## config.mk

```make
export PLATFORM = sky130hd
export DESIGN_NAME = imem_arbiter
export DESIGN_NICKNAME = d
export VERILOG_FILES = /design/src/rtl/imem_arbiter_pkg.sv /design/src/rtl/imem_arb_sel.sv /design/src/rtl/imem_arbiter.sv
export SDC_FILE = /design/constraint.sdc
export NUM_CORES = 1
export LEC_CHECK = 0
export ABC_AREA = 1
export CORE_MARGIN = 2
export CORE_UTILIZATION = 43
export DETAILED_ROUTE_END_ITERATION = 16
export PLACE_DENSITY = 0.85
export SLEW_MARGIN = 30
export SYNTH_ARGS = -nofsm -noshare
export SYNTH_HDL_FRONTEND = slang
export SYNTH_SLANG_ARGS = --single-unit
export TNS_END_PERCENT = 10
```

## constraint.sdc

```tcl
create_clock -name clk -period 6.9 [get_ports clk]
set_clock_uncertainty 0.2 [all_clocks]
set_input_delay 0.69 -clock clk [delete_from_list [all_inputs] [get_ports clk]]
set_output_delay 0.69 -clock clk [all_outputs]
set_load 0.02 [all_outputs]
```

## src/rtl/imem_arbiter_pkg.sv

```systemverilog
`default_nettype none
// ----------------------------------------------------------------------------
// imem_arbiter_pkg : grant-state encoding and memory strobe levels
// Rev 1.0
// ----------------------------------------------------------------------------
package imem_arbiter_pkg;

    typedef enum logic [1:0] {
        ArbIdle   = 2'd0,
        ArbGntIf  = 2'd1,
        ArbGntDbg = 2'd2
    } arb_state_t;

    localparam logic ChipEnable   = 1'b1;
    localparam logic ChipDisable  = 1'b0;
    localparam logic WriteEnable  = 1'b1;
    localparam logic WriteDisable = 1'b0;

endpackage
`default_nettype wire

```

## src/rtl/imem_arb_sel.sv

```systemverilog
`default_nettype none
// ----------------------------------------------------------------------------
// imem_arb_sel : next-grant and debug-burst decision for imem_arbiter
// Rev 1.0
// ----------------------------------------------------------------------------
module imem_arb_sel
    import imem_arbiter_pkg::*;
#(
    parameter int DBG_BURST_MAX = 4,
    parameter int BURST_W       = 3
) (
    input  arb_state_t         state,
    input  logic               dbg_halt,
    input  logic               if_req,
    input  logic               if_aligned,
    input  logic               dbg_req,
    input  logic [BURST_W-1:0] burst,
    output arb_state_t         next_state,
    output logic [BURST_W-1:0] next_burst,
    output logic               fetch_err
);

    localparam logic [BURST_W-1:0] BURST_LIMIT = BURST_W'(DBG_BURST_MAX);

    // A request whose access is on the memory port this cycle is still the
    // same request; it only becomes eligible again once its response is out.
    logic if_live;
    logic dbg_live;

    assign if_live  = if_req  & (state != ArbGntIf);
    assign dbg_live = dbg_req & (state != ArbGntDbg);

    always_comb begin
        next_state = ArbIdle;
        next_burst = burst;
        fetch_err  = 1'b0;
        if (dbg_halt) begin
            next_burst = '0;
            if (dbg_live) begin
                next_state = ArbGntDbg;
            end
        end else if (dbg_live && (!if_live || (burst < BURST_LIMIT))) begin
            next_state = ArbGntDbg;
            next_burst = if_live ? burst + 1'b1 : '0;
        end else if (if_live) begin
            if (if_aligned) begin
                next_state = ArbGntIf;
                next_burst = '0;
            end else begin
                fetch_err  = 1'b1;
            end
        end
    end

endmodule
`default_nettype wire

```

## src/rtl/imem_arbiter.sv

```systemverilog
`default_nettype none
// ----------------------------------------------------------------------------
// imem_arbiter : shares the single-port instruction memory between fetch/debug
// Rev 1.0
// ----------------------------------------------------------------------------
module imem_arbiter
    import imem_arbiter_pkg::*;
#(
    parameter int ADDR_W        = 32,
    parameter int MEM_AW        = 17,
    parameter int DBG_BURST_MAX = 4
) (
    input  logic              clk,
    input  logic              rst,
    input  logic              if_req,
    input  logic [ADDR_W-1:0] if_addr,
    output logic              if_rvalid,
    output logic [31:0]       if_rdata,
    output logic              if_err,
    output logic              stall_req,
    input  logic              dbg_halt,
    input  logic              dbg_req,
    input  logic              dbg_we,
    input  logic [ADDR_W-1:0] dbg_addr,
    input  logic [31:0]       dbg_wdata,
    output logic              dbg_ack,
    output logic [31:0]       dbg_rdata,
    output logic              mem_ce,
    output logic              mem_we,
    output logic [MEM_AW-1:0] mem_addr,
    output logic [31:0]       mem_wdata,
    input  logic [31:0]       mem_rdata
);

    localparam int BURST_W = $clog2(DBG_BURST_MAX + 1);

    arb_state_t         state;
    arb_state_t         next_state;
    logic [BURST_W-1:0] burst;
    logic [BURST_W-1:0] next_burst;
    logic               fetch_err;
    logic               if_aligned;
    logic               unused_addr_bits;

    assign if_aligned       = (if_addr[1:0] == 2'b00);
    assign unused_addr_bits = ^{if_addr[ADDR_W-1:MEM_AW+2],
                                dbg_addr[ADDR_W-1:MEM_AW+2], dbg_addr[1:0]};

    imem_arb_sel #(
        .DBG_BURST_MAX (DBG_BURST_MAX),
        .BURST_W       (BURST_W)
    ) u_sel (
        .state      (state),
        .dbg_halt   (dbg_halt),
        .if_req     (if_req),
        .if_aligned (if_aligned),
        .dbg_req    (dbg_req),
        .burst      (burst),
        .next_state (next_state),
        .next_burst (next_burst),
        .fetch_err  (fetch_err)
    );

    // Held low in reset so ctrl never sees a stall from an aborted fetch.
    assign stall_req = rst & if_req & (next_state != ArbGntIf) & ~if_rvalid;

    always_ff @(posedge clk or negedge rst) begin
        if (!rst) begin
            state     <= ArbIdle;
            burst     <= '0;
            mem_ce    <= ChipDisable;
            mem_we    <= WriteDisable;
            mem_addr  <= '0;
            mem_wdata <= '0;
            if_rvalid <= 1'b0;
            if_rdata  <= '0;
            if_err    <= 1'b0;
            dbg_ack   <= 1'b0;
            dbg_rdata <= '0;
        end else begin
            state  <= next_state;
            burst  <= next_burst;
            mem_ce <= (next_state != ArbIdle) ? ChipEnable : ChipDisable;
            mem_we <= ((next_state == ArbGntDbg) && dbg_we) ? WriteEnable : WriteDisable;
            if (next_state == ArbGntIf) begin
                mem_addr  <= if_addr[MEM_AW+1:2];
            end else if (next_state == ArbGntDbg) begin
                mem_addr  <= dbg_addr[MEM_AW+1:2];
                mem_wdata <= dbg_wdata;
            end
            // Responses are the registered image of the cycle just granted.
            if_rvalid <= (state == ArbGntIf);
            dbg_ack   <= (state == ArbGntDbg);
            if_err    <= fetch_err;
            if (state == ArbGntIf) begin
                if_rdata  <= mem_rdata;
            end
            if ((state == ArbGntDbg) && !mem_we) begin
                dbg_rdata <= mem_rdata;
            end
        end
    end

endmodule
`default_nettype wire

```

==> flow_metrics.env <==
export IMPL_cp_cell_sequence="nand2_4, nand3_1, o21ai_0, ha_1, nor3_1, clkdlybuf4s50_1"
export IMPL_fmax_ghz=0.2376
export IMPL_viasPerCell=4.862
export IMPL_peakVddDrop_uv=178.8
export IMPL_path_class="reg2out"
export IMPL_num_vias=4011
export IMPL_synth_top_area_share_pct=62.25
export IMPL_yosysUniqueCellTypes=28
export IMPL_multiInputGateArea_sq_um=1530
export IMPL_fp_row_count=39
export IMPL_max_slew_margin_pct=45.23
export IMPL_synthesis_nets=588
export IMPL_cts_buffer_depth=2
export IMPL_seq_area_sq_um=3078
export IMPL_grt_util_all_layers_pct=21.87
export IMPL_synth_area_sq_um=4945
export IMPL_cts_post_setup_buffers_inserted=0
export IMPL_cap_violations=0
export IMPL_clock_sinks=123
export IMPL_place_inst=795
export IMPL_grtUsageMet2_pct=36.63
export IMPL_drtPass1Iterations=4
export IMPL_final_hold_viol_count=0
export IMPL_syn_avg_cell_area_sq_um=11.01
export IMPL_synth_area_leaders="dfrtp_1 62%, mux2_2 6.8%, nand2_1 6.8%, o21ai_2 4.3%, a21oi_1 3.4%"
export IMPL_p_total_w=0.002513
export IMPL_leakagePower_nw=3.542
export IMPL_numCtsBuffers=17
export IMPL_path_max_fanout=68
export IMPL_grt_use_met1_pct=25.73
export IMPL_syn_to_final_growth_pct=57.03
export IMPL_cp_start_kind="flop"
export IMPL_slowest_delay_ns=0.70
export IMPL_synthFlopType="dfrtp_1"
export IMPL_syn_instance_count=449
export IMPL_final_util_pct=68.59
export IMPL_rsz0062_at_grt="no"
export IMPL_cp_arrival_ns=3.32
export IMPL_cts_tree="yes"
export IMPL_setup_violations=0
export IMPL_n_fill_cell=858
export IMPL_grt_pass1_wl_mm=21.51
export IMPL_period_share_pct=60.99
export IMPL_yosysMostFrequentCell="dfrtp_1"
export IMPL_ant_nets=0
export IMPL_drtIter0Drc=198
export IMPL_cp_end_kind="output pin"
export IMPL_grt_ovfl_total=0
export IMPL_yosysWarnings=0
export IMPL_clockRootBuffer="clkbuf_16"
export IMPL_ys_ff_latch=123
export IMPL_diodes=0
export IMPL_die_h_microns=111.2
export IMPL_grt_max_degree=69
export IMPL_hold_class="in2async"
export IMPL_initial_utilization_pct=43.68
export IMPL_p_per_area_nw_per_um2=323.6
export IMPL_final_cells=825
export IMPL_async_flop_share_pct=100.0
export IMPL_fin_setup_tns_ns=0
export IMPL_min_period_ns=4.209
export IMPL_io_pins=253
export IMPL_place_gp_congestion=0.8339
export IMPL_pre_cts_slack_ns=2.828
export IMPL_outcome="complete, no violations"
export IMPL_die_w_microns=111.2
export IMPL_io_buffers=224
export IMPL_netlist_top_cells_count="123 x dfrtp_1, 90 x nand2_1, 41 x inv_1"
export IMPL_synth_yosys_seq_area_share_pct=62.25
export IMPL_fin_nets=810
export IMPL_use_met3_pct=7.818
export IMPL_synth_edf_count=0
export IMPL_worst_slack_ns=2.691
export IMPL_worst_pin_slew_ns=0.8215
export IMPL_die_area_sq_um=12370
export IMPL_drive_above_1_share_pct=13.78
export IMPL_clock_latency_ns=0.40
export IMPL_critPathSlowestCell="ha_1"
export IMPL_yosys_area_top_type="dfrtp_1"
export IMPL_grt_pass1_vias=4311
export IMPL_wl_per_cell_microns=15.92
export IMPL_slew_violations=0
export IMPL_core_area_sq_um=11320
export IMPL_antenna_found_initial=0
export IMPL_cts_hold_buf=0
export IMPL_worstPathRequired_ns=6.01
export IMPL_hpwlAfterDp_mm=9.235
export IMPL_htreeDepth=4
export IMPL_clk_pin_slew_ns=0.05
export IMPL_remaining_drc_errors=0
export IMPL_busiest_layer="met2"
export IMPL_drt_total_wl_mm=13.13
export IMPL_ctsResizeCount=0
[kinds of logic after synthesis]
logic type                 Yosys count  synth area share (%)
muxes                               32                 7.287
AOI/OAI and AO/OA                  100                 11.99
adders and majority gates            5                 1.265
and+or+nand+nor                    122                 10.30
DFF                                123                 62.25
buffers and inverters               67                 6.908
[flip-flops by register name (all words and copies together), names as in the netlist]
| register | flops |
|---|---|
| if_err | 1 |
| mem_we | 1 |
| dbg_rdata | 32 |
| dbg_ack | 1 |
| mem_addr | 17 |
| mem_ce | 1 |
| if_rdata | 32 |
| mem_wdata | 32 |
| burst | 3 |
| state | 2 |
| if_rvalid | 1 |
[worst max-delay path, delay by kind of cell (launching register included)]
family / cells / cell delay (ns)
adder cells (fa/ha/maj): 1 / 0.70
AND/OR/NAND/NOR: 3 / 0.82
AO/OA/AOI/OAI: 1 / 0.39
flip-flops: 1 / 0.42
buffers and inverters: 1 / 0.58
[final cells by class]
type | instances | area share [%]
Timing Repair Buffer | 226 | 29.04
Clock inverter | 9 | 1.257
Sequential cell | 123 | 39.64
Inverter | 44 | 2.127
Tap cell | 143 | 2.304
Multi-Input combinational cell | 259 | 19.71
Clock buffer | 21 | 5.930
[routing by layer]
| layer | wire length (microns) | vias to the layer above |
|---|---|---|
| met5 | 0 | - |
| met4 | 283 | 0 |
| met3 | 1149 | 26 |
| met2 | 6662 | 191 |
| met1 | 5038 | 1898 |
| li1 | - | 1896 |
[cell usage in the layout, fill, tap and decap left out, drive strengths merged]
cell           synthesis  layout
clkdlybuf4s50          0     223
dfrtp                123     123
nand2                 93      93
o21ai                 65      65
inv                   42      42
a21oi                 34      34
mux2                  32      32
nor2                  21      21
clkbuf                 5      21
clkinv                 2       8
ha                     5       5
nand4                  3       3
buf                   18       3
nand3                  3       3
bufinv                 0       2
a21boi                 1       1
nor3                   1       1
nor3b                  1       1
clkinvlp               0       1
[worst paths after layout]
kind / slack [ns] / startpoint / depth (start not counted) / to
hold / removal: 0.16 / rst / 1 / mem_addr[0]$_DFFE_PN0P_
hold reg to reg: 0.28 / if_rdata[24]$_DFFE_PN0P_ / 2 / if_rdata[24]$_DFFE_PN0P_
max in group asynchronous: 5.02 / rst / 2 / mem_addr[14]$_DFFE_PN0P_
setup / recovery: 2.69 / state[0]$_DFF_PN0_ / 6 / stall_req
min in group clk: 0.28 / if_rdata[24]$_DFFE_PN0P_ / 2 / if_rdata[24]$_DFFE_PN0P_
setup reg to reg: 3.24 / state[0]$_DFF_PN0_ / 8 / mem_addr[5]$_DFFE_PN0P_
[power by group]
part	internal (W)	leakage, nW	switching, W
Combinational	0.000365	1.80	0.000370
Clock	0.000542	0.278	0.000294
Sequential	0.000862	1.47	0.0000799
Total	0.00177	3.54	0.000744
[through the flow]
step,instance area (sq um),hold WS [ns]
after floorplan,4945,0.1944
after global placement,7202,0.2657
after detailed placement,7207,0.2710
after CTS,7765,0.1800
after global routing,7765,0.2212
final,7765,0.1614
Note: power is estimated with default switching activity, not from simulation.
